## src/rtl/ebus_pkg.sv

```systemverilog
// Shared types and constants for the EBUS I/O cycle controller.
// Buses use PDP-10 numbering, so bit 0 is the most significant.
package ebus_pkg;

  localparam int CS_W   = 7;
  localparam int FUNC_W = 3;
  localparam int DATA_W = 36;

  typedef logic [0:CS_W-1]   cs_t;
  typedef logic [0:FUNC_W-1] func_t;
  typedef logic [0:DATA_W-1] word_t;

  typedef enum logic [2:0] {
    ST_IDLE,
    ST_SETUP,
    ST_DEMAND,
    ST_RELWAIT,
    ST_HOLD
  } ebus_state_t;

  localparam func_t CONO  = 3'o0;
  localparam func_t CONI  = 3'o1;
  localparam func_t DATAO = 3'o2;
  localparam func_t DATAI = 3'o3;

endpackage

```

## src/rtl/ebus_ctl_if.sv

```systemverilog
// Request, device and EBUS signals of one controller; master is the controller
// (it masters the EBUS), slave is the requester/device environment.
interface ebus_ctl_if;
  import ebus_pkg::*;

  logic  ebusReq;
  logic  ebusReturn;
  cs_t   reqCS;
  func_t reqFunc;
  logic  reqInput;
  word_t reqData;
  logic  ebusXfer;
  word_t EBUS;

  logic  ebusGrant;
  cs_t   EBUS_CS;
  func_t EBUS_F;
  logic  ebusDemand;
  logic  EBUS_drive;
  word_t EBUS_D;
  word_t dataIn;
  logic  ebusDone;
  logic  ebusTimeout;

  modport master (
    input  ebusReq, ebusReturn, reqCS, reqFunc, reqInput, reqData, ebusXfer, EBUS,
    output ebusGrant, EBUS_CS, EBUS_F, ebusDemand, EBUS_drive, EBUS_D, dataIn,
           ebusDone, ebusTimeout
  );

  modport slave (
    output ebusReq, ebusReturn, reqCS, reqFunc, reqInput, reqData, ebusXfer, EBUS,
    input  ebusGrant, EBUS_CS, EBUS_F, ebusDemand, EBUS_drive, EBUS_D, dataIn,
           ebusDone, ebusTimeout
  );

endinterface

```

## src/rtl/ebus_timer.sv

```systemverilog
// Clearable demand-phase counter; o_tc is combinational and flags the last
// permitted cycle (count == TIMEOUT_CYCLES-1) while enabled.
module ebus_timer #(
  parameter int TIMEOUT_CYCLES = 64
) (
  input  logic clk,
  input  logic rst,
  input  logic i_clr,
  input  logic i_en,
  output logic o_tc
);

  localparam int CW = (TIMEOUT_CYCLES > 1) ? $clog2(TIMEOUT_CYCLES) : 1;

  logic [CW-1:0] r_cnt;
  logic          w_at_last;

  assign w_at_last = (r_cnt == CW'(TIMEOUT_CYCLES - 1));
  assign o_tc      = i_en && w_at_last;

  always_ff @(posedge clk or posedge rst) begin
    if (rst) begin
      r_cnt <= '0;
    end else if (i_clr) begin
      r_cnt <= '0;
    end else if (i_en && !w_at_last) begin
      r_cnt <= r_cnt + CW'(1);
    end
  end

endmodule

```

## src/rtl/ebus_ctl.sv

```systemverilog
// EBUS I/O cycle controller: grant, setup, demand, release and hold phases.
// Demand rises SETUP_CYCLES+1 cycles after ebusReq; all outputs are registered.
module ebus_ctl
  import ebus_pkg::*;
#(
  parameter int SETUP_CYCLES   = 2,
  parameter int TIMEOUT_CYCLES = 64
) (
  input logic        clk,
  input logic        reset,
  ebus_ctl_if.master bus
);

  localparam int SW = (SETUP_CYCLES > 1) ? $clog2(SETUP_CYCLES) : 1;

  ebus_state_t r_state;
  logic [SW-1:0] r_setup_cnt;
  logic        r_input;
  logic        r_grant;
  cs_t         r_ebus_cs;
  func_t       r_ebus_f;
  logic        r_demand;
  logic        r_drive;
  word_t       r_ebus_d;
  word_t       r_data_in;
  logic        r_done;
  logic        r_timeout;

  logic        w_setup_last;
  logic        w_tmr_clr;
  logic        w_tmr_en;
  logic        w_tc;

  assign w_setup_last = (r_setup_cnt == SW'(SETUP_CYCLES - 1));
  assign w_tmr_clr    = (r_state == ST_SETUP) && w_setup_last;
  assign w_tmr_en     = (r_state == ST_DEMAND);

  ebus_timer #(
    .TIMEOUT_CYCLES(TIMEOUT_CYCLES)
  ) u_timer (
    .clk  (clk),
    .rst  (reset),
    .i_clr(w_tmr_clr),
    .i_en (w_tmr_en),
    .o_tc (w_tc)
  );

  always_ff @(posedge clk or posedge reset) begin
    if (reset) begin
      r_state     <= ST_IDLE;
      r_setup_cnt <= '0;
      r_input     <= 1'b0;
      r_grant     <= 1'b0;
      r_ebus_cs   <= '0;
      r_ebus_f    <= '0;
      r_demand    <= 1'b0;
      r_drive     <= 1'b0;
      r_ebus_d    <= '0;
      r_data_in   <= '0;
      r_done      <= 1'b0;
      r_timeout   <= 1'b0;
    end else begin
      r_done    <= 1'b0;
      r_timeout <= 1'b0;
      case (r_state)
        ST_IDLE: begin
          if (bus.ebusReq) begin
            r_state     <= ST_SETUP;
            r_setup_cnt <= '0;
            r_grant     <= 1'b1;
            r_ebus_cs   <= bus.reqCS;
            r_ebus_f    <= bus.reqFunc;
            r_input     <= bus.reqInput;
            r_drive     <= !bus.reqInput;
            r_ebus_d    <= bus.reqInput ? '0 : bus.reqData;
          end
        end
        ST_SETUP: begin
          if (w_setup_last) begin
            r_state  <= ST_DEMAND;
            r_demand <= 1'b1;
          end else begin
            r_setup_cnt <= r_setup_cnt + SW'(1);
          end
        end
        ST_DEMAND: begin
          // A transfer on the terminal cycle still counts as a normal completion.
          if (bus.ebusXfer) begin
            if (r_input) begin
              r_data_in <= bus.EBUS;
            end
            r_state  <= ST_RELWAIT;
            r_done   <= 1'b1;
            r_demand <= 1'b0;
            r_drive  <= 1'b0;
            r_ebus_d <= '0;
          end else if (w_tc) begin
            r_state   <= ST_HOLD;
            r_data_in <= '0;
            r_done    <= 1'b1;
            r_timeout <= 1'b1;
            r_demand  <= 1'b0;
            r_drive   <= 1'b0;
            r_ebus_d  <= '0;
            r_ebus_cs <= '0;
            r_ebus_f  <= '0;
          end
        end
        ST_RELWAIT: begin
          if (!bus.ebusXfer) begin
            r_state   <= ST_HOLD;
            r_ebus_cs <= '0;
            r_ebus_f  <= '0;
          end
        end
        ST_HOLD: begin
          if (bus.ebusReturn) begin
            r_state <= ST_IDLE;
            r_grant <= 1'b0;
          end
        end
        default: r_state <= ST_IDLE;
      endcase
    end
  end

  assign bus.ebusGrant   = r_grant;
  assign bus.EBUS_CS     = r_ebus_cs;
  assign bus.EBUS_F      = r_ebus_f;
  assign bus.ebusDemand  = r_demand;
  assign bus.EBUS_drive  = r_drive;
  assign bus.EBUS_D      = r_ebus_d;
  assign bus.dataIn      = r_data_in;
  assign bus.ebusDone    = r_done;
  assign bus.ebusTimeout = r_timeout;

endmodule

```

## src/flat_wrapper.sv

```systemverilog
// flat-port wrapper written by rule: the top's interface ports become plain ports
module ebus_ctl_flat import ebus_pkg::*;
#(
  parameter int SETUP_CYCLES   = 2,
  parameter int TIMEOUT_CYCLES = 64
)
  (clk, reset, bus_ebusReq, bus_ebusReturn, bus_reqCS, bus_reqFunc, bus_reqInput, bus_reqData, bus_ebusXfer, bus_EBUS, bus_ebusGrant, bus_EBUS_CS, bus_EBUS_F, bus_ebusDemand, bus_EBUS_drive, bus_EBUS_D, bus_dataIn, bus_ebusDone, bus_ebusTimeout);
  ebus_ctl_if bus_i ();
  input logic clk;
  input logic reset;
  input wire logic [$bits(bus_i.ebusReq)-1:0] bus_ebusReq;
  input wire logic [$bits(bus_i.ebusReturn)-1:0] bus_ebusReturn;
  input wire logic [$bits(bus_i.reqCS)-1:0] bus_reqCS;
  input wire logic [$bits(bus_i.reqFunc)-1:0] bus_reqFunc;
  input wire logic [$bits(bus_i.reqInput)-1:0] bus_reqInput;
  input wire logic [$bits(bus_i.reqData)-1:0] bus_reqData;
  input wire logic [$bits(bus_i.ebusXfer)-1:0] bus_ebusXfer;
  input wire logic [$bits(bus_i.EBUS)-1:0] bus_EBUS;
  output wire logic [$bits(bus_i.ebusGrant)-1:0] bus_ebusGrant;
  output wire logic [$bits(bus_i.EBUS_CS)-1:0] bus_EBUS_CS;
  output wire logic [$bits(bus_i.EBUS_F)-1:0] bus_EBUS_F;
  output wire logic [$bits(bus_i.ebusDemand)-1:0] bus_ebusDemand;
  output wire logic [$bits(bus_i.EBUS_drive)-1:0] bus_EBUS_drive;
  output wire logic [$bits(bus_i.EBUS_D)-1:0] bus_EBUS_D;
  output wire logic [$bits(bus_i.dataIn)-1:0] bus_dataIn;
  output wire logic [$bits(bus_i.ebusDone)-1:0] bus_ebusDone;
  output wire logic [$bits(bus_i.ebusTimeout)-1:0] bus_ebusTimeout;
  assign bus_i.ebusReq = bus_ebusReq;
  assign bus_i.ebusReturn = bus_ebusReturn;
  assign bus_i.reqCS = bus_reqCS;
  assign bus_i.reqFunc = bus_reqFunc;
  assign bus_i.reqInput = bus_reqInput;
  assign bus_i.reqData = bus_reqData;
  assign bus_i.ebusXfer = bus_ebusXfer;
  assign bus_i.EBUS = bus_EBUS;
  assign bus_ebusGrant = bus_i.ebusGrant;
  assign bus_EBUS_CS = bus_i.EBUS_CS;
  assign bus_EBUS_F = bus_i.EBUS_F;
  assign bus_ebusDemand = bus_i.ebusDemand;
  assign bus_EBUS_drive = bus_i.EBUS_drive;
  assign bus_EBUS_D = bus_i.EBUS_D;
  assign bus_dataIn = bus_i.dataIn;
  assign bus_ebusDone = bus_i.ebusDone;
  assign bus_ebusTimeout = bus_i.ebusTimeout;
  ebus_ctl #(.SETUP_CYCLES(SETUP_CYCLES), .TIMEOUT_CYCLES(TIMEOUT_CYCLES)) u_core (.clk(clk), .reset(reset), .bus(bus_i));
endmodule
```

## config.mk

```make
export PLATFORM = sky130hd
export DESIGN_NAME = ebus_ctl_flat
export DESIGN_NICKNAME = d
export VERILOG_FILES = /design/src/rtl/ebus_pkg.sv /design/src/rtl/ebus_ctl_if.sv /design/src/rtl/ebus_timer.sv /design/src/rtl/ebus_ctl.sv /design/src/flat_wrapper.sv
export SDC_FILE = /design/constraint.sdc
export NUM_CORES = 1
export LEC_CHECK = 0
export BUFFER_PORTS_ARGS = -buffer_cell sky130_fd_sc_hd__buf_2
export CAP_MARGIN = 20
export CORE_MARGIN = 2
export CORE_UTILIZATION = 43
export DETAILED_ROUTE_END_ITERATION = 10
export PLACE_DENSITY = 0.76
export SKIP_LAST_GASP = 1
export SLEW_MARGIN = 15
export SYNTH_ARGS = -nofsm -noshare
export SYNTH_HDL_FRONTEND = slang
export SYNTH_SLANG_ARGS = --single-unit
```

## constraint.sdc

```tcl
create_clock -name clk -period 2.9 [get_ports clk]
set_input_delay 0.145 -clock clk [delete_from_list [all_inputs] [get_ports clk]]
set_output_delay 0.145 -clock clk [all_outputs]
set_load 0.005 [all_outputs]
```

After elaboration in Yosys (flattened, before gate mapping). Cells that the tools add are included.

Bits in registers: 98. Latch bits: 0. Bits in writable memories: 0. Bits in read-only memories: 0. Bits of input ports: 88. Output and inout port bits: 87. Logic and storage cells: 92. Memories kept: 0.

Add/sub/neg operators: 2. $mul: 0. Divide/modulo/power cells: 0. $lt $le $gt $ge: 0. Equal/unequal tests: 13. Shift-type cells: 0. Muxes and demuxes: 43. Bitwise gates (word level): 0. Reduce and logical (&&, ||, !) cells: 21.

Operators by type and width (count): $mux W36 (6); $pmux W36 S2 (1); $mux W3 (10); $mux W7 (4); $pmux W7 S3 (1); $pmux W3 S5 (1); $mux W1 (13); $mux W6 (2); $reduce_and A3 Y1 (4); $reduce_bool A2 Y1 (6); $reduce_and A5 Y1 (2); $pmux W3 S3 (1); $ne A2 B2 Y1 const B (4); $pmux W1 S2 (4); $add A6 B1 Y6 const B (1); $eq A3 B2 Y1 const B (2); $eq A6 B6 Y1 const B (1); $ne A2 B1 Y1 const B (3); $reduce_and A2 Y1 (2); $eq A3 B1 Y1 const B (1); $eq A3 B3 Y1 const B (1); $logic_and A1 B1 Y1 (3); $logic_not A3 Y1 (1); $ne A3 B2 Y1 const B (1); 3 further kinds (4).

Depth between registers and ports, before layout. Gate-level depths: netlist of run 1.

Depth in word-level cells: 5. Gate-level depth with buffers: 7. Depth with buffers taken out: 5.

Cells and area by module. Synthesis of run 1 repeated with hierarchy kept, for this count alone.

Cell total of the unflattened synthesis: 413. Area, all modules: 4424.2 sq um.

By module, submodules not included: ebus_ctl (instances 1, cells each 373, area each 4037.6 sq um, seq. area each 2302.2 sq um); ebus_timer (instances 1, cells each 40, area each 386.6 sq um, seq. area each 150.1 sq um).

Worst setup path after synthesis of run 1. No wires, ideal clock.

Path type: reg2reg. From: register u_core.r_state[2]. To: register u_core.r_ebus_d[0], in the netlist u_core.bus.EBUS_D[0]. Library setup time: 121 ps. Data arrival time: 1557 ps. Required time: 2779 ps. Slack: 1222 ps. Cell stages (with the launch flop): 8. Buffers on the path: 3. Period minus slack after synthesis: 1678 ps. Cell sequence: dfrtp_1 -> buf_2 -> nand2b_4 -> o32a_1 -> and2_1 -> buf_4 -> buf_6 -> a22o_1.

Word-level cells in the longest chain between the ends: 4. Elaborated cells on any way between the ends: 8. Classes of those cells: 3 x eq/ne; 1 x mux; 4 x reduce/logical.

RTL lines: start: declaration (line ebus_ctl.sv:16) `ebus_state_t r_state;`; start signal: assignment (line ebus_ctl.sv:50) `r_state <= ST_IDLE;`; start signal: assignment (line ebus_ctl.sv:68) `r_state <= ST_SETUP;`; start signal: assignment (line ebus_ctl.sv:80) `r_state <= ST_DEMAND;`; $eq A3 B2 Y1 (line ebus_ctl.sv:36, ebus_ctl.sv:65); $logic_and A1 B1 Y1 (line ebus_timer.sv:19) `assign o_tc = i_en && w_at_last;`; $ne A3 B2 Y1 (no line); $reduce_and A3 Y1 (no line); end signal: assignment (line ebus_ctl.sv:75) `r_ebus_d <= bus.reqInput ? '0 : bus.reqData;`; end: declaration (line ebus_ctl.sv:24) `word_t r_ebus_d;`.

Parallel ways exist; a longest one is shown, timed or not. A chain may end at the register's enable or synchronous reset.

Worst setup path in the final report of run 1.
From: register u_core.r_state[0]. To: register u_core.r_ebus_d[27], in the netlist u_core.bus.EBUS_D[27].

Same word-level chain as after synthesis.

==> reports/qor.json, run 1 <==
{
  "sta": {
    "finClkSkew_ps": 14.7,
    "timing_worst_slew_pin_value_ps": 824,
    "final_clock_period_utilization_by_the_worst_path": 0.745,
    "rsz0062_at_grt": "false",
    "fin_setup_tns_ps": 0,
    "slew-limit-headroom": 0.449,
    "hold_violations": 0,
    "maxSlewViolCount": 0,
    "maximum_frequency_from_static_timing_analysis_ghz": 0.463,
    "period_needed_ps": 2160,
    "report.final.setup_viol": 0
  },
  "clocking": {
    "cts.hold.buffers_added": 8,
    "cts.htree.levels": 3,
    "post_cts.resized_instances": 0,
    "post_cts.repair.setup_buffers": 0,
    "inserted_clock_buffers": 9,
    "clk_pin_slew_ps": 90,
    "worst_skew_pair.late_latency_ps": 350,
    "cts_tree": "yes",
    "cts.path.max_buffers": 2,
    "clock_sinks": 98,
    "clock-root-buffer": "sky130_fd_sc_hd__clkbuf_8"
  },
  "placed_design": {
    "place.gp.congestion": 0.739,
    "placed_cells": 579,
    "dpl-instance-area_um2": 4980,
    "detailed_place_hpwl_um": 6870,
    "port_buffers": 174
  },
  "routing": {
    "route.final.wire_length_um": 9930,
    "post_drt_via_cell_ratio": 5.50,
    "antenna_violating_nets_post_route": 0,
    "remaining_drc_errors": 0,
    "wl_per_cell_um": 16.3,
    "dr.pass1.iters": 5,
    "via_count": 3345,
    "drt_first_iter_violations": 109
  },
  "final_layout": {
    "finalCoreUtilization": 0.579,
    "areaGrowthSynthToFinish_pct": 31.3,
    "post_route_cells_drive_above_1_share": 0.416,
    "final_cells": 608,
    "n_antenna_cell": 0,
    "finalNetCount": 581,
    "finalInstanceArea_um2": 5320
  },
  "logic_synthesis": {
    "synth.yosys.warnings": 0,
    "synth.ff_latch_count": 98,
    "synth_top_cells_by_count": "sky130_fd_sc_hd__a22o_1 (115), sky130_fd_sc_hd__dfrtp_1 (98), sky130_fd_sc_hd__nand2_1 (12)",
    "synthArstFlopShare": 1.00,
    "synth_seq_area_share": 0.605,
    "synth-edff-count": 0,
    "synth_top_area_share": 0.605,
    "synth_most_common_cell": "sky130_fd_sc_hd__a22o_1",
    "synthCells": 314,
    "syn-mean-instance-area_um2": 12.9,
    "yosys.cell_types.count": 40,
    "synthesis.area_um2": 4050,
    "synth_top_cells_by_area": "sky130_fd_sc_hd__dfrtp_1 (60%), sky130_fd_sc_hd__a22o_1 (25%), sky130_fd_sc_hd__buf_2 (1.4%), sky130_fd_sc_hd__nand2_1 (1.1%), sky130_fd_sc_hd__buf_6 (0.83%)",
    "yosys.area.top_type": "sky130_fd_sc_hd__dfrtp_1",
    "synthesis.nets": 403,
    "postSynth.topFlopCell": "sky130_fd_sc_hd__dfrtp_1"
  },
  "power_and_ir_drop": {
    "power.static_leakage_nw": 2.63,
    "powerDensity_nw_per_um2": 998,
    "p_comb_frac": 0.395,
    "power_share_of_the_sequential_group": 0.435,
    "power.ir.vdd_worst_mv": 0.442,
    "total_switching_power_mw": 1.81,
    "cell_internal_pwr_mw": 3.51,
    "p_sw_frac": 0.340,
    "clock_power_share": 0.170
  },
  "critical_path": {
    "worst-path-stages": 4,
    "worstSetupEndpoint": "u_core.bus.EBUS_D[27]$_DFFE_PP0P_",
    "cpMaxStageDelayCell": "sky130_fd_sc_hd__nor2_4",
    "reg2reg_to": "u_core.bus.EBUS_D[27]$_DFFE_PP0P_",
    "cpLargestDelayFamily": "simple AND/OR/NAND/NOR gates",
    "critical_path.startpoint_type": "flip-flop",
    "worst_path_buf_inv": 0,
    "critical_path.max_fanout": 37,
    "worst-endpoint-required_ps": 3180,
    "slowest_delay_ps": 660,
    "crit_type": "flip-flop to flip-flop",
    "worstPathCellList": "nor3b_2, nand2b_1, nor2_4, a22o_1",
    "ff2ff_setup_slack_ps": 740,
    "worst_r2r_path_cells": 4,
    "critical_path.startpoint": "u_core.r_state[0]$_DFFE_PP0P_",
    "crit_arrival_ps": 2440,
    "r2r-start": "u_core.r_state[0]$_DFFE_PP0P_",
    "crit_path_end_kind": "flip-flop"
  },
  "die": {
    "top_level_ports": 175,
    "core-area_um2": 9200,
    "floorplan.die.width_um": 101,
    "placement_rows": 35,
    "die_area_um2": 10200,
    "start_util": 0.441,
    "fp.dieH_um": 101
  },
  "grt": {
    "congestion_overflow_gr": 0,
    "grt_antenna_before_repair": 0,
    "first_global_vias": 3132,
    "use_met1": 0.261,
    "global_route.usage.met3": 0.0562,
    "groute.layer.met2.usage": 0.291,
    "grt_max_degree": 67,
    "groute.usage.overall": 0.188,
    "grt_most_used_layer": "met2",
    "grt_first_pass_wirelength_um": 15300
  },
  "job": {
    "maxCapViolations": 0
  },
  "status": {
    "status": "complete, no violations"
  },
  "worst_hold_path": {
    "hp-class": "primary input to flip-flop"
  }
}
flip-flops by register name, summed over array words and instances, names as in the netlist:
register and count:
u_core.bus.EBUS_CS 7, u_core.bus.EBUS_drive 1, u_core.r_state 3, u_core.u_timer.r_cnt 6
u_core.bus.EBUS_D 36, u_core.bus.ebusGrant 1, u_core.r_input 1, u_core.bus.ebusDemand 1
u_core.bus.ebusDone 1, u_core.bus.dataIn 36, u_core.r_setup_cnt 1, u_core.bus.ebusTimeout 1
u_core.bus.EBUS_F 3
layer usage:
metal | vias up | share of wire
met1 | 1607 | 0.45
met2 | 155 | 0.46
met4 | 0 | 0.010
li1 | 1575 | -
met5 | - | 0
met3 | 8 | 0.084
layout make-up:
cell class	count	area, um^2
Clock buffer	11	151
Clock inverter	5	60.1
Fill cell	813	3870
Inverter	5	21.3
Multi-Input combinational cell	185	1450
Sequential cell	98	2450
Tap cell	111	139
Timing Repair Buffer	193	1050
worst min path at each step:
stage / from / end / slack (ps) / cells after the start
6_report: bus_reqData[1] / u_core.bus.EBUS_D[1]$_DFFE_PP0P_ / 20 / 2
5_1_grt: bus_reqCS[2] / u_core.bus.EBUS_CS[2]$_DFFE_PP0P_ / 0.7 / 2
4_1_cts: bus_reqData[13] / u_core.bus.EBUS_D[13]$_DFFE_PP0P_ / 1 / 2
3_5_place_dp: reset / u_core.bus.EBUS_D[10]$_DFFE_PP0P_ / 360 / 2
3_3_place_gp: reset / u_core.bus.EBUS_D[4]$_DFFE_PP0P_ / 350 / 2
2_1_floorplan: bus_reqInput / u_core.r_input$_DFFE_PP0P_ / 260 / 2
power by group through the flow:
stage,Sequential (mW),Clock (mW),Combinational [mW]
6_report,2.31,0.903,2.10
5_1_grt,2.38,1.00,2.32
4_1_cts,2.31,0.941,2.12
3_5_place_dp,2.31,0,2.11
3_3_place_gp,2.31,0,2.04
2_1_floorplan,2.28,0,1.38
metrics by stage:
stage | worst slack, ps | hold WS, ps | power [mW]
6_report | 739 | 18.1 | 5.31
5_1_grt | 532 | 0.668 | 5.71
4_1_cts | 510 | 1.11 | 5.36
3_5_place_dp | 523 | 362 | 4.42
3_3_place_gp | 648 | 352 | 4.35
2_1_floorplan | 193 | 262 | 3.66
cells in the final DEF (no fill, tap or decap), drive strengths merged, types with 2 or more instances in the layout:
cell type      n
nand2         12
dfrtp         98
nor3b          2
o21ai          8
buf          180
nand4b         2
clkinv         2
inv            6
nand2b         2
dlygate4sd3   13
nor2           9
o31ai          3
a22o         115
clkbuf        11
nor2b          2
nand3          6
a21oi          3
and3           4
nor3           4
logic make-up after synthesis:
kind of cell | count (synthesis) | synth area share
buffers and inverters | 31 | 0.0389
AND/OR/NAND/NOR | 46 | 0.0645
flip-flops | 98 | 0.605
adder cells (fa/ha/maj) | 1 | 0.00309
multiplexers | 1 | 0.00247
AO/OA/AOI/OAI | 137 | 0.286
No activity file was read; power rests on OpenSTA's default activity.
==> inputs of run 2 (changes only) <==
Clock period 2.9 ns to 1.85 ns, I/O delays scaled along.
==> run 2 against run 1 <==
  * Power grew 62%
  * Setup slack lost 660 ps
  * Clock-buffer cell count shrank 2
  * Via count grew 6.6%
  * First-iteration DRC count grew 77%
  * Clock power grew 61%
  * Non-clock buffer count grew 43
  * Register-to-register slack lost 660 ps
  * Combinational power grew 69%
  * Clock skew grew 0.53 ps
  * Largest power group unchanged
  * Highest routed layer unchanged
==> reports/qor.json, run 2 (synthesis gave the netlist of run 1 again) <==
{
  "final_layout": {
    "multi_input_comb_area": {"value": 1460, "unit": "um^2", "change": "+0.52%"},
    "leading_cell_type_in_the_layout_fill_and_taps_excluded": "sky130_fd_sc_hd__buf_2",
    "finalNetCount": {"value": 624, "change": "+7.4%"},
    "post_route_cells_drive_above_1_share": {"value": 0.398, "change": "-0.0184"},
    "areaGrowthSynthToFinish_pct": 42.5,
    "layout_common_cells": "sky130_fd_sc_hd__buf_2 (174), sky130_fd_sc_hd__a22o_1 (115), sky130_fd_sc_hd__dfrtp_1 (97)",
    "finalCoreUtilization": {"value": 0.628, "change": "+0.0495"},
    "final-seq-area": {"value": 2450, "unit": "um^2", "change": "about the same"},
    "layout.filler_cells": {"value": 729, "change": "-10%"},
    "final_cells": {"value": 651, "change": "+7.1%"},
    "n_antenna_cell": {"value": 0, "change": "unchanged"}
  },
  "critical_path": {
    "crit_arrival": {"value": 2010, "unit": "ps", "change": "-430 ps"},
    "crit_path_end_kind": "flip-flop",
    "crit_type": "flip-flop to flip-flop",
    "worst-endpoint-required": {"value": 2080, "unit": "ps", "change": "-1100 ps"},
    "critical_path.startpoint_type": "flip-flop",
    "critical_path.max_fanout": {"value": 36, "change": "-2.7%"}
  },
  "die": {
    "placement_rows": {"value": 35, "change": "unchanged"},
    "die_area": {"value": 10200, "unit": "um^2", "change": "unchanged"},
    "start_util": {"value": 0.441, "change": "unchanged"},
    "floorplan.die.width": {"value": 101, "unit": "um", "change": "unchanged"},
    "fp.dieH": {"value": 101, "unit": "um", "change": "unchanged"},
    "core-area": {"value": 9200, "unit": "um^2", "change": "unchanged"},
    "top_level_ports": {"value": 175, "change": "unchanged"}
  },
  "placed_design": {
    "port_buffers": {"value": 174, "change": "unchanged"},
    "placed_cells": {"value": 587, "change": "+1.4%"},
    "place.gp.congestion": {"value": 0.843, "change": "+14%"},
    "detailed_place_hpwl": {"value": 6760, "unit": "um", "change": "-1.7%"}
  },
  "power_and_ir_drop": {
    "clock_power_share": {"value": 0.168, "change": "-0.002"},
    "power.ir.vdd_worst": {"value": 0.698, "unit": "mV", "change": "+58%"},
    "power_share_of_the_sequential_group": {"value": 0.419, "change": "-0.016"},
    "total_switching_power": {"value": 3.01, "unit": "mW", "change": "+66%"},
    "powerDensity": {"value": 1490, "unit": "nW/um^2", "change": "+49%"},
    "p_sw_frac": {"value": 0.349, "change": "+0.00917"},
    "power.static_leakage": {"value": 2.82, "unit": "nW", "change": "+7.1%"},
    "p_comb_frac": {"value": 0.413, "change": "+0.018"},
    "cell_internal_pwr": {"value": 5.60, "unit": "mW", "change": "+60%"}
  },
  "sta": {
    "finClkSkew": {"value": 15.3, "unit": "ps", "change": "+0.535 ps"},
    "timing_worst_slew_pin_value": {"value": 524, "unit": "ps", "change": "-300 ps"},
    "fin_setup_tns": {"value": 0, "unit": "ps", "change": "unchanged"},
    "slew-limit-headroom": {"value": 0.651, "change": "+0.201"},
    "maximum_frequency_from_static_timing_analysis": {"value": 0.564, "unit": "GHz", "change": "+22%"},
    "report.final.setup_viol": {"value": 0, "change": "unchanged"},
    "final_clock_period_utilization_by_the_worst_path": {"value": 0.959, "change": "+0.214"},
    "period_needed": {"value": 1770, "unit": "ps", "change": "-387 ps"},
    "rsz0062_at_grt": "false",
    "hold-worst-slack": {"value": 35.8, "unit": "ps", "change": "+17.7 ps"},
    "hold_violations": {"value": 0, "change": "unchanged"},
    "maxSlewViolCount": {"value": 0, "change": "unchanged"}
  },
  "routing": {
    "wl_per_cell": {"value": 16.8, "unit": "um", "change": "+3.1%"},
    "via_count": {"value": 3565, "change": "+6.6%"},
    "drt_first_iter_violations": {"value": 193, "change": "+77%"},
    "post_drt_via_cell_ratio": {"value": 5.48, "change": "-0.46%"},
    "remaining_drc_errors": {"value": 0, "change": "unchanged"},
    "route.final.wire_length": {"value": 11000, "unit": "um", "change": "+10%"},
    "antenna_violating_nets_post_route": {"value": 0, "change": "unchanged"},
    "dr.pass1.iters": {"value": 4, "change": "-1"}
  },
  "clocking": {
    "cts.path.max_buffers": {"value": 2, "change": "unchanged"},
    "clock_sinks": {"value": 98, "change": "unchanged"},
    "clk_pin_slew": {"value": 110, "unit": "ps", "change": "+20 ps"},
    "cts_tree": "yes",
    "cts.htree.levels": {"value": 3, "change": "unchanged"},
    "clock-root-buffer": "sky130_fd_sc_hd__clkbuf_8",
    "post_cts.repair.setup_buffers": {"value": 0, "change": "unchanged"},
    "inserted_clock_buffers": {"value": 9, "change": "unchanged"},
    "worst_skew_pair.late_latency": {"value": 350, "unit": "ps", "change": "about the same"}
  },
  "grt": {
    "groute.usage.overall": {"value": 0.214, "change": "+0.0264"},
    "grt_antenna_before_repair": {"value": 0, "change": "unchanged"},
    "congestion_overflow_gr": {"value": 0, "change": "unchanged"},
    "first_global_vias": {"value": 3392, "change": "+8.3%"},
    "grt_first_pass_wirelength": {"value": 17400, "unit": "um", "change": "+13%"},
    "grt_max_degree": {"value": 99, "change": "+48%"}
  },
  "job": {
    "maxCapViolations": {"value": 0, "change": "unchanged"}
  },
  "status": {
    "status": "complete, no violations"
  },
  "worst_hold_path": {
    "hp-class": "primary input to flip-flop"
  }
}
-- run 2: area by class of cell --
class,instances,share of cell area
Timing Repair Buffer,236,0.259
Inverter,5,0.00390
Multi-Input combinational cell,185,0.253
Sequential cell,98,0.425
Clock inverter,7,0.0147
Clock buffer,9,0.0214
Tap cell,111,0.0240
-- run 2: final timing paths --
kind,from,end,slack [ps],cells past startpoint
setup / recovery,u_core.u_timer.r_cnt[0]$_DFFE_PP0P_,u_core.bus.EBUS_D[25]$_DFFE_PP0P_,80,6
setup reg to reg,u_core.u_timer.r_cnt[0]$_DFFE_PP0P_,u_core.bus.EBUS_D[25]$_DFFE_PP0P_,80,6
max in group asynchronous,reset,u_core.r_state[1]$_DFFE_PP0P_,970,4
min in group asynchronous,reset,u_core.bus.EBUS_D[10]$_DFFE_PP0P_,410,4
hold / removal,bus_ebusReq,u_core.r_setup_cnt$_DFFE_PP0P_,40,3
hold reg to reg,u_core.bus.ebusDemand$_DFFE_PP0P_,u_core.bus.ebusDemand$_DFFE_PP0P_,500,2
-- run 2: what timing repair did --
| action | in CTS | in global routing |
|---|---|---|
| resized for setup | 0 | 2 |
| endpoints found under the setup margin | 0 | 11 |
| hold buffers | 48 | 0 |
| endpoints found under the hold margin | 145 | 0 |
-- run 2: layer usage --
metal  vias to the layer above  global-route usage  share of wire  routed length (um)
li1                       1662                   -              -                   -
met1                      1705               0.285           0.43                4680
met2                       187               0.352           0.48                5270
met3                        11              0.0541          0.085                 937
met4                         0              0.0551         0.0075                  82
met5                         -                   0              0                   0
-- run 2: power by group through the flow --
stage               clock (mW)  combinational (mW)  sequential (mW)
floorplan                    0                2.16             3.58
global placement             0                3.37             3.58
detailed placement           0                3.46             3.59
CTS                       1.48                3.54             3.58
global route              1.58                3.93             3.72
finish                    1.45                3.55             3.61
-- run 2: critical path, stage by stage, from the launching register on --
cell	delay, ps
sky130_fd_sc_hd__dfrtp_1	420
sky130_fd_sc_hd__ha_1	240
sky130_fd_sc_hd__nand4b_1	120
sky130_fd_sc_hd__o32a_2	240
sky130_fd_sc_hd__and2_1	170
sky130_fd_sc_hd__buf_4	240
sky130_fd_sc_hd__a22o_1	240
-- run 2: stage by stage --
step,setup slack [ps],instance area [um^2],power [mW]
global route,9.27,5780,9.23
detailed placement,47.1,5080,7.05
CTS,35.5,5770,8.60
global placement,130,5080,6.95
floorplan,172,4060,5.73
finish,75.4,5780,8.61
